File: config.mk
export PLATFORM = sky130hd
export DESIGN_NAME = commit_trace_buffer_flat
export DESIGN_NICKNAME = d
export VERILOG_FILES = /design/src/rtl/commit_trace_buffer_if.sv /design/src/rtl/commit_trace_buffer.sv /design/src/flat_wrapper.sv
export SDC_FILE = /design/constraint.sdc
export NUM_CORES = 2
export LEC_CHECK = 0
export CAP_MARGIN = 40
export CORE_ASPECT_RATIO = 0.5
export CORE_MARGIN = 4
export CORE_UTILIZATION = 58
export DETAILED_ROUTE_END_ITERATION = 8
export MAX_ROUTING_LAYER = met4
export PLACE_DENSITY = 0.87
export SYNTH_ARGS = -nofsm -noshare
export SYNTH_HDL_FRONTEND = slang
export SYNTH_SLANG_ARGS = --single-unit
File: constraint.sdc
create_clock -name clk -period 5.3 [get_ports clk]
set_input_delay 1.06 -clock clk [delete_from_list [all_inputs] [get_ports clk]]
set_output_delay 1.06 -clock clk [all_outputs]
set_load 0.005 [all_outputs]
File: src/rtl/commit_trace_buffer_if.sv
// rtl/commit_trace_buffer_if.sv - commit capture and trace readout signal bundle
interface commit_trace_buffer_if #(
    parameter int COMMIT_WIDTH = 2,
    parameter int PC_WIDTH     = 32
);
    logic [COMMIT_WIDTH-1:0]               cm_valid;
    logic [COMMIT_WIDTH-1:0][PC_WIDTH-1:0] cm_pc;
    logic                                  rd_valid;
    logic                                  rd_ready;
    logic [PC_WIDTH-1:0]                   rd_data;
    logic                                  rd_last;

    modport master (
        output cm_valid, cm_pc, rd_ready,
        input  rd_valid, rd_data, rd_last
    );

    modport slave (
        input  cm_valid, cm_pc, rd_ready,
        output rd_valid, rd_data, rd_last
    );
endinterface

File: src/rtl/commit_trace_buffer.sv
// rtl/commit_trace_buffer.sv - circular commit PC recorder with trigger freeze and oldest-first readout
module commit_trace_buffer #(
    parameter int COMMIT_WIDTH = 2,
    parameter int PC_WIDTH     = 32,
    parameter int DEPTH        = 64,
    parameter int POST_TRIGGER = 16
) (
    input  logic                  clk,
    input  logic                  rst,
    input  logic                  i_arm,
    input  logic                  i_trigger,
    commit_trace_buffer_if.slave  bus,
    output logic [1:0]            o_state,
    output logic                  o_wrapped
);
    localparam int AW = $clog2(DEPTH);
    localparam logic [AW+1:0] DEPTH_W = (AW+2)'(DEPTH);

    typedef enum logic [1:0] {
        S_IDLE   = 2'd0,
        S_ARMED  = 2'd1,
        S_POST   = 2'd2,
        S_FROZEN = 2'd3
    } state_t;

    state_t              r_state, w_state_nxt;
    logic [PC_WIDTH-1:0] r_mem [DEPTH];
    logic [AW-1:0]       r_wr_ptr, r_rd_ptr;
    logic [AW:0]         r_total, r_post_rem, r_read_rem;
    logic                r_wrapped, r_rd_valid, r_rd_last;
    logic [PC_WIDTH-1:0] r_rd_data;

    logic                    w_rec, w_load, w_done;
    logic [COMMIT_WIDTH-1:0] w_we;
    logic [AW-1:0]           w_off [COMMIT_WIDTH];
    logic [AW:0]             w_nwr, w_limit, w_post_left, w_tot_nxt;
    logic [AW+1:0]           w_tot_sum;
    logic [AW-1:0]           w_wr_nxt;

    // Compact valid slots in slot order; in POST only the first postRem of them are kept.
    always_comb begin
        w_rec   = !i_arm && (r_state == S_ARMED || r_state == S_POST);
        w_limit = (r_state == S_POST) ? r_post_rem : (AW+1)'(COMMIT_WIDTH);
        w_nwr   = '0;
        w_we    = '0;
        for (int i = 0; i < COMMIT_WIDTH; i++) begin
            w_off[i] = w_nwr[AW-1:0];
            w_we[i]  = w_rec && bus.cm_valid[i] && (w_nwr < w_limit);
            if (w_we[i]) w_nwr = w_nwr + (AW+1)'(1);
        end
        w_tot_sum   = {1'b0, r_total} + {1'b0, w_nwr};
        w_tot_nxt   = (w_tot_sum > DEPTH_W) ? DEPTH_W[AW:0] : w_tot_sum[AW:0];
        w_wr_nxt    = r_wr_ptr + w_nwr[AW-1:0];
        w_post_left = r_post_rem - w_nwr;
    end

    assign w_load = (r_state == S_FROZEN) &&
                    ((!r_rd_valid && r_read_rem != '0) || (r_rd_valid && bus.rd_ready && !r_rd_last));
    assign w_done = (r_state == S_FROZEN) &&
                    ((!r_rd_valid && r_read_rem == '0) || (r_rd_valid && bus.rd_ready && r_rd_last));

    always_comb begin
        w_state_nxt = r_state;
        if (i_arm) begin
            w_state_nxt = S_ARMED;
        end else begin
            case (r_state)
                S_ARMED:  if (i_trigger) w_state_nxt = (POST_TRIGGER == 0) ? S_FROZEN : S_POST;
                S_POST:   if (w_post_left == '0) w_state_nxt = S_FROZEN;
                S_FROZEN: if (w_done) w_state_nxt = S_IDLE;
                default:  ;
            endcase
        end
    end

    always_ff @(posedge clk) begin
        if (rst) r_state <= S_IDLE;
        else     r_state <= w_state_nxt;
    end

    always_ff @(posedge clk) begin
        for (int i = 0; i < COMMIT_WIDTH; i++)
            if (w_we[i]) r_mem[r_wr_ptr + w_off[i]] <= bus.cm_pc[i];
    end

    always_ff @(posedge clk) begin
        if (rst) begin
            r_wr_ptr   <= '0;
            r_rd_ptr   <= '0;
            r_total    <= '0;
            r_post_rem <= '0;
            r_read_rem <= '0;
            r_wrapped  <= 1'b0;
            r_rd_valid <= 1'b0;
            r_rd_last  <= 1'b0;
            r_rd_data  <= '0;
        end else if (i_arm) begin
            r_wr_ptr   <= '0;
            r_total    <= '0;
            r_wrapped  <= 1'b0;
            r_rd_valid <= 1'b0;
            r_rd_last  <= 1'b0;
        end else begin
            if (w_rec) begin
                r_wr_ptr <= w_wr_nxt;
                r_total  <= w_tot_nxt;
                if (w_tot_sum > DEPTH_W) r_wrapped <= 1'b1;
            end
            if (r_state == S_ARMED && i_trigger) r_post_rem <= (AW+1)'(POST_TRIGGER);
            if (r_state == S_POST)               r_post_rem <= w_post_left;
            // Oldest entry is computed from the post-write pointer and count on the freezing edge.
            if (r_state != S_FROZEN && w_state_nxt == S_FROZEN) begin
                r_rd_ptr   <= w_wr_nxt - w_tot_nxt[AW-1:0];
                r_read_rem <= w_tot_nxt;
            end
            if (w_load) begin
                r_rd_data  <= r_mem[r_rd_ptr];
                r_rd_valid <= 1'b1;
                r_rd_last  <= (r_read_rem == (AW+1)'(1));
                r_rd_ptr   <= r_rd_ptr + 1'b1;
                r_read_rem <= r_read_rem - 1'b1;
            end else if (w_done) begin
                r_rd_valid <= 1'b0;
                r_rd_last  <= 1'b0;
            end
        end
    end

    assign bus.rd_valid = r_rd_valid;
    assign bus.rd_data  = r_rd_data;
    assign bus.rd_last  = r_rd_last;
    assign o_state      = r_state;
    assign o_wrapped    = r_wrapped;
endmodule

File: src/flat_wrapper.sv
// flat-port wrapper written by rule: the top's interface ports become plain ports
module commit_trace_buffer_flat 
#(
    parameter int COMMIT_WIDTH = 2,
    parameter int PC_WIDTH     = 32,
    parameter int DEPTH        = 64,
    parameter int POST_TRIGGER = 16
)
  (clk, rst, i_arm, i_trigger, o_state, o_wrapped, bus_cm_valid, bus_cm_pc, bus_rd_ready, bus_rd_valid, bus_rd_data, bus_rd_last);
  commit_trace_buffer_if #(.COMMIT_WIDTH(COMMIT_WIDTH), .PC_WIDTH(PC_WIDTH)) bus_i ();
  input  logic clk;
  input  logic rst;
  input  logic i_arm;
  input  logic i_trigger;
  output logic [1:0] o_state;
  output logic o_wrapped;
  input wire logic [$bits(bus_i.cm_valid)-1:0] bus_cm_valid;
  input wire logic [$bits(bus_i.cm_pc)-1:0] bus_cm_pc;
  input wire logic [$bits(bus_i.rd_ready)-1:0] bus_rd_ready;
  output wire logic [$bits(bus_i.rd_valid)-1:0] bus_rd_valid;
  output wire logic [$bits(bus_i.rd_data)-1:0] bus_rd_data;
  output wire logic [$bits(bus_i.rd_last)-1:0] bus_rd_last;
  assign bus_i.cm_valid = bus_cm_valid;
  assign bus_i.cm_pc = bus_cm_pc;
  assign bus_i.rd_ready = bus_rd_ready;
  assign bus_rd_valid = bus_i.rd_valid;
  assign bus_rd_data = bus_i.rd_data;
  assign bus_rd_last = bus_i.rd_last;
  commit_trace_buffer #(.COMMIT_WIDTH(COMMIT_WIDTH), .PC_WIDTH(PC_WIDTH), .DEPTH(DEPTH), .POST_TRIGGER(POST_TRIGGER)) u_core (.clk(clk), .rst(rst), .i_arm(i_arm), .i_trigger(i_trigger), .bus(bus_i), .o_state(o_state), .o_wrapped(o_wrapped));
endmodule
==> results.md <==
* Final Cycle Share at 0.957
* Fillers at 11857
* NumNets Final at 6615
* Yosys top cell by area: edfxtp_1
* Initial antenna violation count at 20
* WHS Path Cells at 2
* Syn nets at 6780
* Clock Path Buffers at 3
* DP Wirelength at 204 mm
* Slew headroom at 0.322
* Post-synth ARST share at 0
* Detail Route Antenna Nets at 0
* Root buf cell: clkbuf_16
* Pwr dens at 282 nW/µm²
* R2R Setup Slk at 0.23 ns
* Most frequent cells in the layout: edfxtp_1 (2048), mux2_2 (1990), mux4_2 (502), buf_4 (250), clkbuf_16 (188)
* DRC at 0
* Syn-to-layout area delta at 11.1%
* Multi-input logic area at 43100 µm²
* Latest clock arrival within the worst-skew pair at 0.85 ns
* CP Launch Type: flop
* Num Clock Sinks at 2118
* RSZ-0062 raised after global routing: no
* Commonest non-fill, non-tap cell in the layout: edfxtp_1
* Pin count of the biggest net entering global routing at 65
* Warnings, synthesis at 0
* Peak supply drop at 0.316 mV
* Post-DR vias/cell at 7.36
* Worst Hold Class: flop to flop
* Pre-antenna DRT Iters at 6
* Top FF cell, synth: edfxtp_1
* Synth Instances at 6683
* Reg2reg path depth at 22
* Crit Path Max Fanout at 11
* Worst Hold Path EP: u_core.r_read_rem[6]
* Finished Core Util at 0.648
* Req. time, crit path at 6.04 ns
* Slowest stage delay, CP at 0.51 ns
* Crit path cell chain: inv_1 > ha_2 > or4b_4 > o311a_1 > ha_1 > ha_1 > inv_1 > fa_1 > and3b_2 > a21o_1 > and2_1 > nand3_1 > buf_4 > nand2_1 > inv_1 > fa_1 > inv_1 > a21o_1 > a21oi_1 > xnor2_1 > a21oi_1 > o32ai_2
* Post-Syn Area at 109000 µm²
* Reg-to-reg critical path startpoint: u_core.o_state[0]
* Total wire length at 343 mm
* Outcome: finished, final reports clean
* Seq/Total Area, Yosys at 0.578
* Rows at 112
* Placer congestion estimate at 1.01
* Slew Limit Fails at 0
* CP Capture Type: flop
* Final Critical Period at 5.07 ns
* Post-synth EDFFs at 2048
* Die area at 195000 µm²
* Cts bufs inserted at 186
* Post-DR wirelength/cell at 37.3 µm
* Final instance area at 121000 µm²
* Die H at 314 µm
* Layout cells sized above 1 at 0.508
* Buffers on Ports at 107
* Yosys top cell area share at 0.566
* Worst hold start: u_core.r_read_rem[6]
* Post-Syn Area per Cell at 16.3 µm²
* Worst slew pin tran at 1.02 ns
* Leakage at 37.2 nW
* CTS tree: yes
* First-pass GRT wire length at 485 mm
* Vias in the first global route at 66826
* Worst flop-to-flop path endpoint: u_core.r_rd_ptr[4]
* Clk slew on worst S/H paths at 0.07 ns
* Reg area at 62900 µm²
* Setup Fix Bufs, Post-CTS at 0
* Crit path DAT at 5.82 ns
* I/O pins at 108
* Fmax at 197 MHz
* Initial Util at 0.583
* Critical-path top delay cell: or4b_4
* Total core area at 186000 µm²
* Drt first-iter violations at 12516
* Total gr overflow at 0
* GRT Util Overall at 0.359
* CP startpoint: u_core.o_state[0]
* Most area-consuming cells after synthesis: edfxtp_1 (57%), mux2_2 (21%), mux4_2 (10%), clkbuf_1 (1.6%), mux2i_1 (1.5%)
* DP Area at 115000 µm²
* Flops & latches, synth at 2118
* H-tree depth at 4
* Post-CTS Hold Buffers at 0
* Yosys cell types at 83
* Resize count post-CTS at 0
* WS Path Type: flop to flop
* Via count at 67675
* Setup violators final at 0
* Die Width at 620 µm
* Total of max-cap violations at 0
* Final-report hold violation count at 0
* Setup Skew at 0.0391 ns
* Most numerous cell on the critical path: inv_1
## kinds of logic (layout without fill, tap and decap cells)
family	Yosys count	count (layout)	synth area share
buffers and inverters	895	884	0.0370
other	0	20	0
DFF	2118	2118	0.578
adders and majority gates	26	26	0.00327
AOI/OAI and AO/OA	421	421	0.0267
muxes	2712	2712	0.331
xor gates and xnor gates	18	18	0.00145
and+or+nand+nor	493	493	0.0221
## layout make-up
| class | instances | share of cell area |
|---|---|---|
| clock buffers | 241 | 0.0413 |
| clock inverters | 101 | 0.00679 |
| flip-flops and latches | 2118 | 0.521 |
| repair buffers | 515 | 0.0470 |
| multi-input cells | 3670 | 0.357 |
| inverters | 27 | 0.000839 |
| diodes | 20 | 0.000414 |
| well taps | 2508 | 0.0260 |
## metal layers
| layer | vias to the layer above | track usage | part of all wire |
|---|---|---|---|
| li1 | 26126 | - | - |
| met1 | 34051 | 0.451 | 0.33 |
| met2 | 6363 | 0.503 | 0.44 |
| met3 | 1135 | 0.154 | 0.18 |
| met4 | 0 | 0.174 | 0.054 |
| met5 | - | - | 0 |
## flip-flops by register name, summed over array words and instances (netlist names)
name and flops:
u_core.o_state 2, u_core.r_wr_ptr 6, u_core.r_mem 2048, u_core.r_rd_ptr 6, u_core.o_wrapped 1, u_core.bus.rd_last 1
u_core.bus.rd_data 32, u_core.r_total 7, u_core.bus.rd_valid 1, u_core.r_post_rem 7, u_core.r_read_rem 7
## how the worst max path moves through the flow
stage,to,depth (start not counted),slack [ns]
floorplan,u_core.r_mem[10][0],14,0.09
global placement,u_core.r_rd_ptr[5],20,-0.06
detailed placement,u_core.r_rd_ptr[5],20,-0.05
CTS,u_core.r_rd_ptr[5],21,0.21
global route,u_core.r_rd_ptr[4],22,0.008
finish,u_core.r_rd_ptr[4],22,0.23
## Yosys cell counts (5+ instances only)
master     instances
ha_1              22
mux2i_1          158
mux2_2          1990
nor2b_1           42
nor3_1            25
and2_1            19
a21oi_1           71
nor2_2            14
a211oi_1          37
a31oi_1           13
edfxtp_1        2048
a22oi_1           64
mux2_1            62
nor2_1            97
dfxtp_1           70
a221oi_1           5
nor4_1             5
buf_4             89
o32ai_1           10
nand2_1          159
nand2b_1          16
a221o_1            8
inv_1             26
nor3b_1            8
xnor2_1           11
xor2_1             7
mux4_2           502
and3_1             5
clkbuf_1         473
buf_6              7
a2111oi_0         25
a32oi_1            8
buf_1             75
buf_2            224
nand3_1           69
o22ai_1           83
o221ai_1           6
o21ai_0           42
o211ai_1          10
## critical path, delay by kind of cell, from the launching register on
kind | cells | cell delay [ns]
buf+inv | 5 | 0.56
fa+ha+maj | 5 | 1.64
flops | 1 | 0.35
compound gates | 6 | 1.07
simple gates | 5 | 1.21
xor+xnor | 1 | 0.14
## per-stage QoR
step / std cells / total power, W / hold WS (ns) / worst slack (ns) / setup TNS, ns
6_report: 9200 / 0.0340 / 0.498 / 0.229 / 0
5_1_grt: 9195 / 0.0348 / 0.520 / 0.00825 / 0
4_1_cts: 9169 / 0.0339 / 0.493 / 0.213 / 0
3_5_place_dp: 8827 / 0.0208 / 0.486 / -0.0478 / -0.0482
3_3_place_gp: 8809 / 0.0207 / 0.469 / -0.0569 / -0.0569
2_1_floorplan: 6683 / 0.0201 / 0.450 / 0.0907 / 0
## power breakdown
group          switching [W]  total [W]  internal (W)
Clock                0.00638     0.0135       0.00707
Combinational        0.00130    0.00222      0.000917
Sequential         0.0000214     0.0184        0.0183
Note: power is estimated with default switching activity, not from simulation.
